### src/rtl/calc_sequencer_if.sv
// Handshake and datapath bundle between a host/calculator and calc_sequencer.
// CALC_SEQ_ZERO_FLAG_EN adds res_zero alongside res_data.
interface calc_sequencer_if;
   logic        cmd_valid;
   logic        cmd_ready;
   logic [10:0] cmd_data;

   logic [1:0]  calc_rd_addr;
   logic [1:0]  calc_we_addr;
   logic        calc_we;
   logic [3:0]  calc_immediate;
   logic [2:0]  calc_control;
   logic [3:0]  calc_rd_data;

   logic        res_valid;
   logic        res_ready;
   logic [3:0]  res_data;
`ifdef CALC_SEQ_ZERO_FLAG_EN
   logic        res_zero;

   modport master (
      output cmd_valid, cmd_data, res_ready, calc_rd_data,
      input  cmd_ready, calc_rd_addr, calc_we_addr, calc_we, calc_immediate, calc_control,
      input  res_valid, res_data, res_zero
   );

   modport slave (
      input  cmd_valid, cmd_data, res_ready, calc_rd_data,
      output cmd_ready, calc_rd_addr, calc_we_addr, calc_we, calc_immediate, calc_control,
      output res_valid, res_data, res_zero
   );
`else
   modport master (
      output cmd_valid, cmd_data, res_ready, calc_rd_data,
      input  cmd_ready, calc_rd_addr, calc_we_addr, calc_we, calc_immediate, calc_control,
      input  res_valid, res_data
   );

   modport slave (
      input  cmd_valid, cmd_data, res_ready, calc_rd_data,
      output cmd_ready, calc_rd_addr, calc_we_addr, calc_we, calc_immediate, calc_control,
      output res_valid, res_data
   );
`endif
endinterface

### src/rtl/calc_sequencer.sv
// Instruction sequencer: FIFO-buffered commands drive the calculator, then read dst back.
// Optional CALC_SEQ_ZERO_FLAG_EN adds a registered res_zero flag.
module calc_sequencer #(
   parameter int unsigned DEPTH  = 4,
   parameter int unsigned SETTLE = 2
) (
   input  logic            clk,
   input  logic            rst_n,
   calc_sequencer_if.slave bus,
   output logic            busy
);

   localparam int unsigned PtrW = $clog2(DEPTH);
   localparam int unsigned CntW = $clog2(SETTLE + 1);
   localparam logic [PtrW:0] Full = (PtrW + 1)'(DEPTH);

   typedef enum logic [2:0] {StIdle, StSetup, StWrite, StReadback, StResp} state_e;

   state_e          state_q;
   logic [10:0]     fifo_mem [DEPTH];
   logic [PtrW-1:0] wr_ptr_q;
   logic [PtrW-1:0] rd_ptr_q;
   logic [PtrW:0]   count_q;
   logic [CntW-1:0] settle_q;
   logic            push;
   logic            pop;
   logic [10:0]     head;

   logic [1:0]      rd_addr_q;
   logic [1:0]      we_addr_q;
   logic            we_q;
   logic [3:0]      imm_q;
   logic [2:0]      ctrl_q;
   logic            res_valid_q;
   logic [3:0]      res_data_q;

   // cmd_ready depends only on registered occupancy; a pop cannot free a slot the same cycle
   assign bus.cmd_ready = (count_q != Full);
   assign push          = bus.cmd_valid && bus.cmd_ready;
   assign pop           = (state_q == StIdle) && (count_q != '0);
   assign head          = fifo_mem[rd_ptr_q];
   assign busy          = (state_q != StIdle) || (count_q != '0);

   assign bus.calc_rd_addr   = rd_addr_q;
   assign bus.calc_we_addr   = we_addr_q;
   assign bus.calc_we        = we_q;
   assign bus.calc_immediate = imm_q;
   assign bus.calc_control   = ctrl_q;
   assign bus.res_valid      = res_valid_q;
   assign bus.res_data       = res_data_q;

   always_ff @(posedge clk) begin
      if (push) begin
         fifo_mem[wr_ptr_q] <= bus.cmd_data;
      end
   end

   always_ff @(posedge clk or negedge rst_n) begin
      if (!rst_n) begin
         wr_ptr_q <= '0;
         rd_ptr_q <= '0;
         count_q  <= '0;
      end else begin
         if (push) begin
            wr_ptr_q <= wr_ptr_q + 1'b1;
         end
         if (pop) begin
            rd_ptr_q <= rd_ptr_q + 1'b1;
         end
         if (push && !pop) begin
            count_q <= count_q + 1'b1;
         end else if (pop && !push) begin
            count_q <= count_q - 1'b1;
         end
      end
   end

   always_ff @(posedge clk or negedge rst_n) begin
      if (!rst_n) begin
         state_q     <= StIdle;
         settle_q    <= '0;
         rd_addr_q   <= '0;
         we_addr_q   <= '0;
         we_q        <= 1'b0;
         imm_q       <= '0;
         ctrl_q      <= '0;
         res_valid_q <= 1'b0;
         res_data_q  <= '0;
      end else begin
         unique case (state_q)
            StIdle: begin
               we_q <= 1'b0;
               if (pop) begin
                  ctrl_q    <= head[10:8];
                  rd_addr_q <= head[7:6];
                  we_addr_q <= head[5:4];
                  imm_q     <= head[3:0];
                  settle_q  <= CntW'(SETTLE);
                  state_q   <= StSetup;
               end
            end
            StSetup: begin
               if (settle_q == '0) begin
                  we_q    <= 1'b1;
                  state_q <= StWrite;
               end else begin
                  settle_q <= settle_q - 1'b1;
               end
            end
            StWrite: begin
               // operand read of src is over once the strobe has fired; switch to dst
               we_q      <= 1'b0;
               rd_addr_q <= we_addr_q;
               settle_q  <= CntW'(SETTLE);
               state_q   <= StReadback;
            end
            StReadback: begin
               if (settle_q == '0) begin
                  res_data_q  <= bus.calc_rd_data;
                  res_valid_q <= 1'b1;
                  state_q     <= StResp;
               end else begin
                  settle_q <= settle_q - 1'b1;
               end
            end
            StResp: begin
               if (bus.res_ready) begin
                  res_valid_q <= 1'b0;
                  state_q     <= StIdle;
               end
            end
            default: state_q <= StIdle;
         endcase
      end
   end

`ifdef CALC_SEQ_ZERO_FLAG_EN
   logic res_zero_q;

   assign bus.res_zero = res_zero_q;

   always_ff @(posedge clk or negedge rst_n) begin
      if (!rst_n) begin
         res_zero_q <= 1'b0;
      end else if (state_q == StReadback && settle_q == '0) begin
         res_zero_q <= (bus.calc_rd_data == 4'b0000);
      end
   end
`endif

endmodule
### src/flat_wrapper.sv
// flat-port wrapper written by rule: the top's interface ports become plain ports
module calc_sequencer_flat 
#(
   parameter int unsigned DEPTH  = 4,
   parameter int unsigned SETTLE = 2
)
  (clk, rst_n, busy, bus_cmd_valid, bus_cmd_data, bus_res_ready, bus_calc_rd_data, bus_cmd_ready, bus_calc_rd_addr, bus_calc_we_addr, bus_calc_we, bus_calc_immediate, bus_calc_control, bus_res_valid, bus_res_data);
  calc_sequencer_if bus_i ();
  input  logic clk;
  input  logic rst_n;
  output logic busy;
  input wire logic [$bits(bus_i.cmd_valid)-1:0] bus_cmd_valid;
  input wire logic [$bits(bus_i.cmd_data)-1:0] bus_cmd_data;
  input wire logic [$bits(bus_i.res_ready)-1:0] bus_res_ready;
  input wire logic [$bits(bus_i.calc_rd_data)-1:0] bus_calc_rd_data;
  output wire logic [$bits(bus_i.cmd_ready)-1:0] bus_cmd_ready;
  output wire logic [$bits(bus_i.calc_rd_addr)-1:0] bus_calc_rd_addr;
  output wire logic [$bits(bus_i.calc_we_addr)-1:0] bus_calc_we_addr;
  output wire logic [$bits(bus_i.calc_we)-1:0] bus_calc_we;
  output wire logic [$bits(bus_i.calc_immediate)-1:0] bus_calc_immediate;
  output wire logic [$bits(bus_i.calc_control)-1:0] bus_calc_control;
  output wire logic [$bits(bus_i.res_valid)-1:0] bus_res_valid;
  output wire logic [$bits(bus_i.res_data)-1:0] bus_res_data;
  assign bus_i.cmd_valid = bus_cmd_valid;
  assign bus_i.cmd_data = bus_cmd_data;
  assign bus_i.res_ready = bus_res_ready;
  assign bus_i.calc_rd_data = bus_calc_rd_data;
  assign bus_cmd_ready = bus_i.cmd_ready;
  assign bus_calc_rd_addr = bus_i.calc_rd_addr;
  assign bus_calc_we_addr = bus_i.calc_we_addr;
  assign bus_calc_we = bus_i.calc_we;
  assign bus_calc_immediate = bus_i.calc_immediate;
  assign bus_calc_control = bus_i.calc_control;
  assign bus_res_valid = bus_i.res_valid;
  assign bus_res_data = bus_i.res_data;
  calc_sequencer #(.DEPTH(DEPTH), .SETTLE(SETTLE)) u_core (.clk(clk), .rst_n(rst_n), .bus(bus_i), .busy(busy));
endmodule
### config.mk
export PLATFORM = sky130hd
export DESIGN_NAME = calc_sequencer_flat
export DESIGN_NICKNAME = d
export VERILOG_FILES = /design/src/rtl/calc_sequencer_if.sv /design/src/rtl/calc_sequencer.sv /design/src/flat_wrapper.sv
export SDC_FILE = /design/constraint.sdc
export NUM_CORES = 1
export LEC_CHECK = 0
export ABC_CLOCK_PERIOD_IN_PS = 2600
export CORE_MARGIN = 5
export CORE_UTILIZATION = 54
export CTS_CLUSTER_DIAMETER = 50
export DETAILED_ROUTE_END_ITERATION = 8
export HOLD_SLACK_MARGIN = 0.02
export PLACE_DENSITY = 0.79
export SLEW_MARGIN = 30
export SYNTH_ARGS = -nofsm -noshare
export SYNTH_HDL_FRONTEND = slang
export SYNTH_SLANG_ARGS = --single-unit
### constraint.sdc
create_clock -name clk -period 2.6 [get_ports clk]
set_clock_uncertainty 0.1 [all_clocks]
set_input_delay 0.26 -clock clk [delete_from_list [all_inputs] [get_ports clk]]
set_output_delay 0.26 -clock clk [all_outputs]
set_load 0.02 [all_outputs]
==> Flow_metrics.wiki, run 1 <==
{| class="wikitable"
! Metric !! Value
|-
| Storage element area || between 2000 and 2500 µm²
|-
| Die width || 84.7 µm
|-
| Area of combinational cells with multiple inputs || ~890 µm²
|-
| Tot Pwr || about 0.0043 W
|-
| Distinct cell type count after synthesis || 33
|-
| Setup repair after global routing missed its margin || no
|-
| Final hold vios || 0
|-
| Clock tree from TritonCTS || yes
|-
| First-pass detailed-route iteration total || 4
|-
| Final wirelength || approximately 5.3 mm
|-
| Endpoint arrival time on the critical path || between 2 and 3 ns
|-
| Level count of the clock H-tree || 3
|-
| Total setup buffers inserted after CTS || 0
|-
| Final-layout fill cell count || a little under 400
|-
| Setup slack after placement || roughly 0.22 ns
|-
| Status || completed
|-
| Clock net sink count || 73
|-
| Remaining max-slew budget at the tightest pin || 0.573
|-
| Vias in the first global route || 1704
|-
| Met2 Track Usage GR || 0.260
|-
| Share of the cycle needed by the critical path after routing || 0.929
|-
| Antenna violations before repair || 0
|-
| Number of buffers added to fix hold violations after cts || 0
|-
| Number of slew-limit violations in the final report || 0
|-
| Fin nets || approximately 240
|-
| Power density over cell area || around 1200 nW/µm²
|-
| Endpoint required time on the critical path || approximately 2.8 ns
|-
| Number of buffers inserted during clock tree synthesis || 9
|-
| Mean routed wirelength per cell || approximately 18 µm
|-
| Diode count || 0
|-
| Number of register bits inferred by synthesis || 73
|-
| Proportion of power drawn by the clock network || 0.185
|-
| Area added between synthesis and finish || 20.6%
|-
| IO Port Bufs || 37
|-
| Commonest cells after routing, fill and taps aside || edfxtp_1 (44), clkdlybuf4s50_1 (37), dfrtp_1 (29)
|-
| Number of core rows || 27
|-
| Cell count after placement || 274
|-
| GR Layer Usage met3 || 0.0559
|-
| Largest net degree at the start of global routing || 30
|-
| Number of setup violations in the final report || 0
|-
| Actual transition at the worst max-transition pin || around 0.64 ns
|-
| Min-Delay Path Class || input pin to asynchronous set/reset pin
|-
| Post-Synthesis Cell Area || 3010 µm²
|-
| Met1 capacity usage during global routing || 0.202
|-
| Sequential group share of total power || 0.451
|-
| Mapped Avg Cell Area || roughly 18 µm²
|-
| Fraction of registers with async set or reset after synthesis || 0.397
|-
| Via count normalized by instance count || 5.43
|-
| Number of enable flip-flop cells after synthesis || between 40 and 50
|-
| Combinational share of power || 0.364
|-
| Max Clock Freq || between 0.4 and 0.5 GHz
|-
| Post-route setup slack || 0.186 ns
|-
| Most congested layer reported by global routing || met2
|-
| Root buf cell || clkbuf_8
|-
| Synthesized Nets || between 150 and 200
|-
| R2R depth || 8
|-
| Min Hold Slack || between 0.15 and 0.2 ns
|-
| Via total after detailed routing || ~1.6k
|-
| Switching share of power || 0.340
|-
| Die area || roughly 7200 µm²
|-
| Int Power || between 0.002 and 0.003 W
|-
| Startpoint-to-endpoint class of the critical path || flip-flop to flip-flop
|-
| Global Route Usage Sum || 0.165
|-
| Clock slew at the register clock pins of the worst setup and hold paths || 0.08 ns
|-
| Area of the core || approximately 5500 µm²
|-
| Switching power total || between 0.001 and 0.0015 W
|-
| Maxcap violations || 0
|-
| Leading cell type in the layout, fill and taps excluded || edfxtp_1
|-
| Initial Utilization || 0.550
|-
| Leakage component of the power || approximately 1.4 nW
|-
| Post-detailed-route count of antenna-violating nets || 0
|-
| Portion of the post-synthesis area used by sequential elements || 0.680
|-
| HPWL after detailed placement || between 3 and 4 mm
|-
| Worst-case vdd ir drop || approximately 0.56 mV
|-
| Flip-flop cell with the highest count after synthesis || edfxtp_1
|-
| Residual DRC count || 0
|-
| Weighted congestion at the end of routability-driven global placement || 0.746
|-
| PostCTS Resize Cnt || 0
|-
| Worst-skew pair later-pin latency || 0.35 ns
|-
| Largest fanout on the critical path || 7
|-
| CTS Buffer Depth || 2
|-
| Die Height || between 80 and 90 µm
|-
| Num ports || 38
|-
| Critical path launch point type || flip-flop
|-
| Min Tclk post-route || ~2.4 ns
|-
| TNS Setup || 0 ns
|-
| Yosys warns || 0
|-
| GRT Residual Overflow || 0
|-
| Proportion of layout cells with a drive suffix above 1 || 0.216
|-
| Synthesized instance count || 169
|-
| Wire length of the first global-routing pass || 8.80 mm
|-
| Detailed Route Iter0 Violations || 82
|-
| Setup crit end kind || flip-flop
|-
| Number of standard cells in the final layout excluding fillers || just under 300
|}
[power groups by stage]
| stage | clock, W | sequential (W) | combinational, W |
|---|---|---|---|
| after global placement | 0 | 0.00194 | 0.00151 |
| after global routing | 0.000856 | 0.00201 | 0.00170 |
| final | 0.000796 | 0.00194 | 0.00157 |
| after detailed placement | 0 | 0.00197 | 0.00158 |
| after CTS | 0.000812 | 0.00195 | 0.00160 |
| after floorplan | 0 | 0.00198 | 0.00101 |
[synth_stat cells (4+ instances only)]
cell type / number / area [µm²]
nand2_1: 5 / 18.8
and2_1: 5 / 31.3
nor2_1: 7 / 26.3
ha_1: 6 / 75.1
inv_1: 8 / 30.0
mux2_2: 7 / 78.8
mux2_4: 8 / 120
xor2_1: 4 / 35.0
edfxtp_1: 44 / 1320
dfrtp_1: 29 / 726
mux4_2: 8 / 180
[critical path, stage by stage, from the launching register on]
cell	delay, ns
dfrtp_1	0.51
nor2_1	0.13
a21boi_2	0.30
ha_1	0.29
inv_1	0.08
fa_1	0.41
xor2_1	0.20
nor2_1	0.13
xor2_1	0.18
[layer usage]
layer  wire length [µm]  vias to the layer above
met4                143                        0
met5                  0                        -
met2               2630                       45
met1               2200                      788
met3                290                       13
li1                   -                      728
[area by class of cell]
class | count | share of cell area
inverter | 9 | 0.00930
sequential | 73 | 0.564
clock buffer | 10 | 0.0379
timing repair buffer | 40 | 0.108
clock inverter | 6 | 0.0121
multi-input combinational | 80 | 0.244
tap | 72 | 0.0248
[stage by stage]
stage	area [µm²]	utilization
after floorplan	3010	-
after global placement	3450	0.631
after detailed placement	3450	0.631
after CTS	3630	0.664
after global routing	3630	0.664
final	3630	0.664
[state kept, by name, indices dropped and copies added, names as in the netlist]
name                       count
u_core.settle_q                2
u_core.bus.calc_control        3
u_core.fifo_mem               44
u_core.wr_ptr_q                2
u_core.count_q                 3
u_core.bus.calc_we_addr        2
u_core.bus.calc_immediate      4
u_core.state_q                 3
u_core.bus.calc_rd_addr        2
u_core.rd_ptr_q                2
u_core.bus.res_data            4
u_core.bus.res_valid           1
u_core.bus.calc_we             1
[final timing paths]
kind | from | end | slack, ns
worst max-delay path | u_core.count_q[0]$_DFFE_PN0P_ | u_core.count_q[2]$_DFFE_PN0P_ | 0.19
worst min-delay path | rst_n | u_core.settle_q[1]$_DFFE_PN0P_ | 0.20
worst max register to register | u_core.count_q[0]$_DFFE_PN0P_ | u_core.count_q[2]$_DFFE_PN0P_ | 0.19
worst min register to register | u_core.bus.res_data[1]$_DFFE_PN0P_ | u_core.bus.res_data[1]$_DFFE_PN0P_ | 0.41
max in group asynchronous | rst_n | u_core.wr_ptr_q[1]$_DFFE_PN0P_ | 1.92
min in group clk | u_core.bus.res_data[1]$_DFFE_PN0P_ | u_core.bus.res_data[1]$_DFFE_PN0P_ | 0.41
[kinds of logic after synthesis]
logic type | count (synthesis) | synth area share
AO/OA/AOI/OAI | 17 | 0.0407
XOR/XNOR | 7 | 0.0204
adder cells (fa/ha/maj) | 7 | 0.0316
buffers and inverters | 16 | 0.0258
flip-flops | 73 | 0.680
multiplexers | 26 | 0.152
AND/OR/NAND/NOR | 23 | 0.0499
Power figures use the tool's default switching activity.
==> inputs of run 2 (changes only) <==
--- a/config.mk
+++ b/config.mk
@@ -6,7 +6,6 @@
 export NUM_CORES = 1
 export LEC_CHECK = 0
 export ABC_CLOCK_PERIOD_IN_PS = 2600
-export CORE_MARGIN = 5
 export CORE_UTILIZATION = 54
 export CTS_CLUSTER_DIAMETER = 50
 export DETAILED_ROUTE_END_ITERATION = 8
==> Flow_metrics.wiki, run 2 (same netlist as run 1, synthesis figures left out) <==
{| class="wikitable"
! Metric !! Value
|-
| Number of buffers added to fix hold violations after cts || 0 (unchanged)
|-
| TNS Setup || 0 ns (unchanged)
|-
| Maxcap violations || 0 (unchanged)
|-
| Num ports || 38 (unchanged)
|-
| Die area || 5880 µm² (was 7170 µm²)
|-
| Max Clock Freq || 0.420 GHz (was 0.414 GHz)
|-
| Status || completed (unchanged)
|-
| Endpoint required time on the critical path || 2.24 ns (was 2.76 ns)
|-
| Number of standard cells in the final layout excluding fillers || 289 (was 290)
|-
| Proportion of layout cells with a drive suffix above 1 || 0.210 (was 0.216)
|-
| Leakage component of the power || 1.38 nW (was 1.35 nW)
|-
| Actual transition at the worst max-transition pin || 0.659 ns (was 0.641 ns)
|-
| Final-layout fill cell count || 322 (was 387)
|-
| Number of flip-flops in the largest register || 44 (unchanged)
|-
| Setup repair after global routing missed its margin || no (unchanged)
|-
| Number of setup violations in the final report || 0 (unchanged)
|-
| Power density over cell area || 1220 nW/µm² (was 1190 nW/µm²)
|-
| First-pass detailed-route iteration total || 4 (unchanged)
|-
| Number of slew-limit violations in the final report || 0 (unchanged)
|-
| Global Route Usage Sum || 0.212 (was 0.165)
|-
| Detailed Route Iter0 Violations || 115 (was 82)
|-
| Residual DRC count || 0 (unchanged)
|-
| Weighted congestion at the end of routability-driven global placement || 0.825 (was 0.746)
|-
| Largest net degree at the start of global routing || 30 (unchanged)
|-
| Number of buffers inserted during clock tree synthesis || 9 (unchanged)
|-
| CTS Buffer Depth || 2 (unchanged)
|-
| Via total after detailed routing || 1631 (was 1574)
|-
| IO Port Bufs || 37 (unchanged)
|-
| Clock net sink count || 73 (unchanged)
|-
| Wire length of the first global-routing pass || 9.03 mm (was 8.80 mm)
|-
| Diode count || 0 (unchanged)
|-
| Largest fanout on the critical path || 11 (was 7)
|-
| Leading cell type in the layout, fill and taps excluded || edfxtp_1 (unchanged)
|-
| GRT Residual Overflow || 0 (unchanged)
|-
| Number of core rows || 26 (was 27)
|-
| Min-Delay Path Class || input pin to asynchronous set/reset pin (unchanged)
|-
| Mean routed wirelength per cell || 19.1 µm (was 18.2 µm)
|-
| Vias in the first global route || 1808 (was 1704)
|-
| Commonest cells after routing, fill and taps aside || edfxtp_1 (44), clkdlybuf4s50_1 (37), dfrtp_1 (29) (unchanged)
|-
| HPWL after detailed placement || 3.57 mm (was 3.51 mm)
|-
| Level count of the clock H-tree || 3 (unchanged)
|-
| Post-detailed-route count of antenna-violating nets || 0 (unchanged)
|-
| Startpoint-to-endpoint class of the critical path || flip-flop to output pin (was flip-flop to flip-flop)
|-
| Final hold vios || 0 (unchanged)
|-
| Clock slew at the register clock pins of the worst setup and hold paths || 0.08 ns (about the same)
|-
| Via count normalized by instance count || 5.64 (was 5.43)
|-
| Clock tree from TritonCTS || yes (unchanged)
|-
| Fin nets || 240 (was 239)
|-
| Cell count after placement || 273 (was 274)
|-
| Remaining max-slew budget at the tightest pin || 0.561 (was 0.573)
|-
| Area added between synthesis and finish || 21.8% (was 20.6%)
|-
| Worst-skew pair later-pin latency || 0.35 ns (about the same)
|-
| Total setup buffers inserted after CTS || 0 (unchanged)
|-
| Share of the cycle needed by the critical path after routing || 0.916 (was 0.929)
|-
| Largest register by flop count || u_core.fifo_mem (unchanged)
|-
| Die Height || 76.7 µm (was 84.7 µm)
|-
| Initial Utilization || 0.575 (was 0.550)
|-
| Critical path launch point type || flip-flop (unchanged)
|-
| Area of the core || 5240 µm² (was 5470 µm²)
|-
| Die width || 76.7 µm (was 84.7 µm)
|-
| Setup crit end kind || output pin (was flip-flop)
|-
| Worst-case vdd ir drop || 0.639 mV (was 0.558 mV)
|-
| Endpoint arrival time on the critical path || 2.02 ns (was 2.57 ns)
|-
| Antenna violations before repair || 0 (unchanged)
|-
| Root buf cell || clkbuf_8 (unchanged)
|-
| Min Tclk post-route || 2.38 ns (was 2.41 ns)
|-
| Final wirelength || 5.52 mm (was 5.27 mm)
|-
| PostCTS Resize Cnt || 0 (unchanged)
|}
[run 2: where the power goes]
group          leakage, nW  total, W  switching, W  internal (W)
clock               0.0995  0.000949      0.000410      0.000539
combinational        0.534   0.00159      0.000723      0.000865
sequential           0.743   0.00196      0.000344       0.00161
[run 2: cell type report]
class / count / area, µm² / area share
repair buffers: 41 / 400 / 0.109
clock inverters: 5 / 80.1 / 0.0218
multi-input cells: 80 / 887 / 0.242
well taps: 70 / 87.6 / 0.0239
inverters: 9 / 33.8 / 0.00921
flip-flops and latches: 73 / 2050 / 0.558
clock buffers: 11 / 131 / 0.0358
[run 2: final timing paths]
kind,from,to,slack (ns),cells after the start
max,u_core.state_q[1]$_DFFE_PN0P_,busy,0.22,3
min,rst_n,u_core.bus.calc_rd_addr[0]$_DFFE_PN0P_,0.19,2
max reg2reg,u_core.count_q[0]$_DFFE_PN0P_,u_core.count_q[2]$_DFFE_PN0P_,0.34,8
min reg2reg,u_core.bus.calc_we$_DFFE_PN0P_,u_core.bus.calc_we$_DFFE_PN0P_,0.41,2
max in group asynchronous,rst_n,u_core.bus.calc_immediate[2]$_DFFE_PN0P_,1.91,2
min in group clk,bus_res_ready,u_core.state_q[2]$_DFFE_PN0P_,0.40,2
[run 2: metrics by stage]
step / total power [W] / hold WS (ns) / cell area (µm²) / setup WS [ns] / util
floorplan: 0.00299 / -0.136 / 3010 / 0.422 / -
global placement: 0.00346 / 0.378 / 3460 / 0.383 / 0.660
detailed placement: 0.00357 / 0.398 / 3460 / 0.252 / 0.660
CTS: 0.00453 / 0.199 / 3670 / 0.233 / 0.700
global route: 0.00472 / 0.234 / 3670 / 0.149 / 0.700
finish: 0.00449 / 0.190 / 3670 / 0.219 / 0.700
[run 2: critical path, stage by stage (launching register included)]
cell,delay [ns]
dfrtp_1,0.57
nor4_4,0.46
nand2_1,0.10
clkdlybuf4s50_1,0.54
[run 2: per-layer routing]
metal  track usage  share of wire  vias to the layer above
li1              -              -                      730
met1         0.247           0.40                      815
met2         0.362           0.52                       73
met3        0.0440          0.056                       13
met4         0.125          0.027                        0
met5             0              0                        -
==> inputs of run 3 (changes only) <==
--- a/config.mk
+++ b/config.mk
@@ -5,6 +5,7 @@
 export SDC_FILE = /design/constraint.sdc
 export NUM_CORES = 1
 export LEC_CHECK = 0
+export ABC_AREA = 0
 export ABC_CLOCK_PERIOD_IN_PS = 2600
 export CORE_UTILIZATION = 54
 export CTS_CLUSTER_DIAMETER = 50
==> results of run 3 <==
No change in the layout: final DEF, timing and power equal those of run 2.
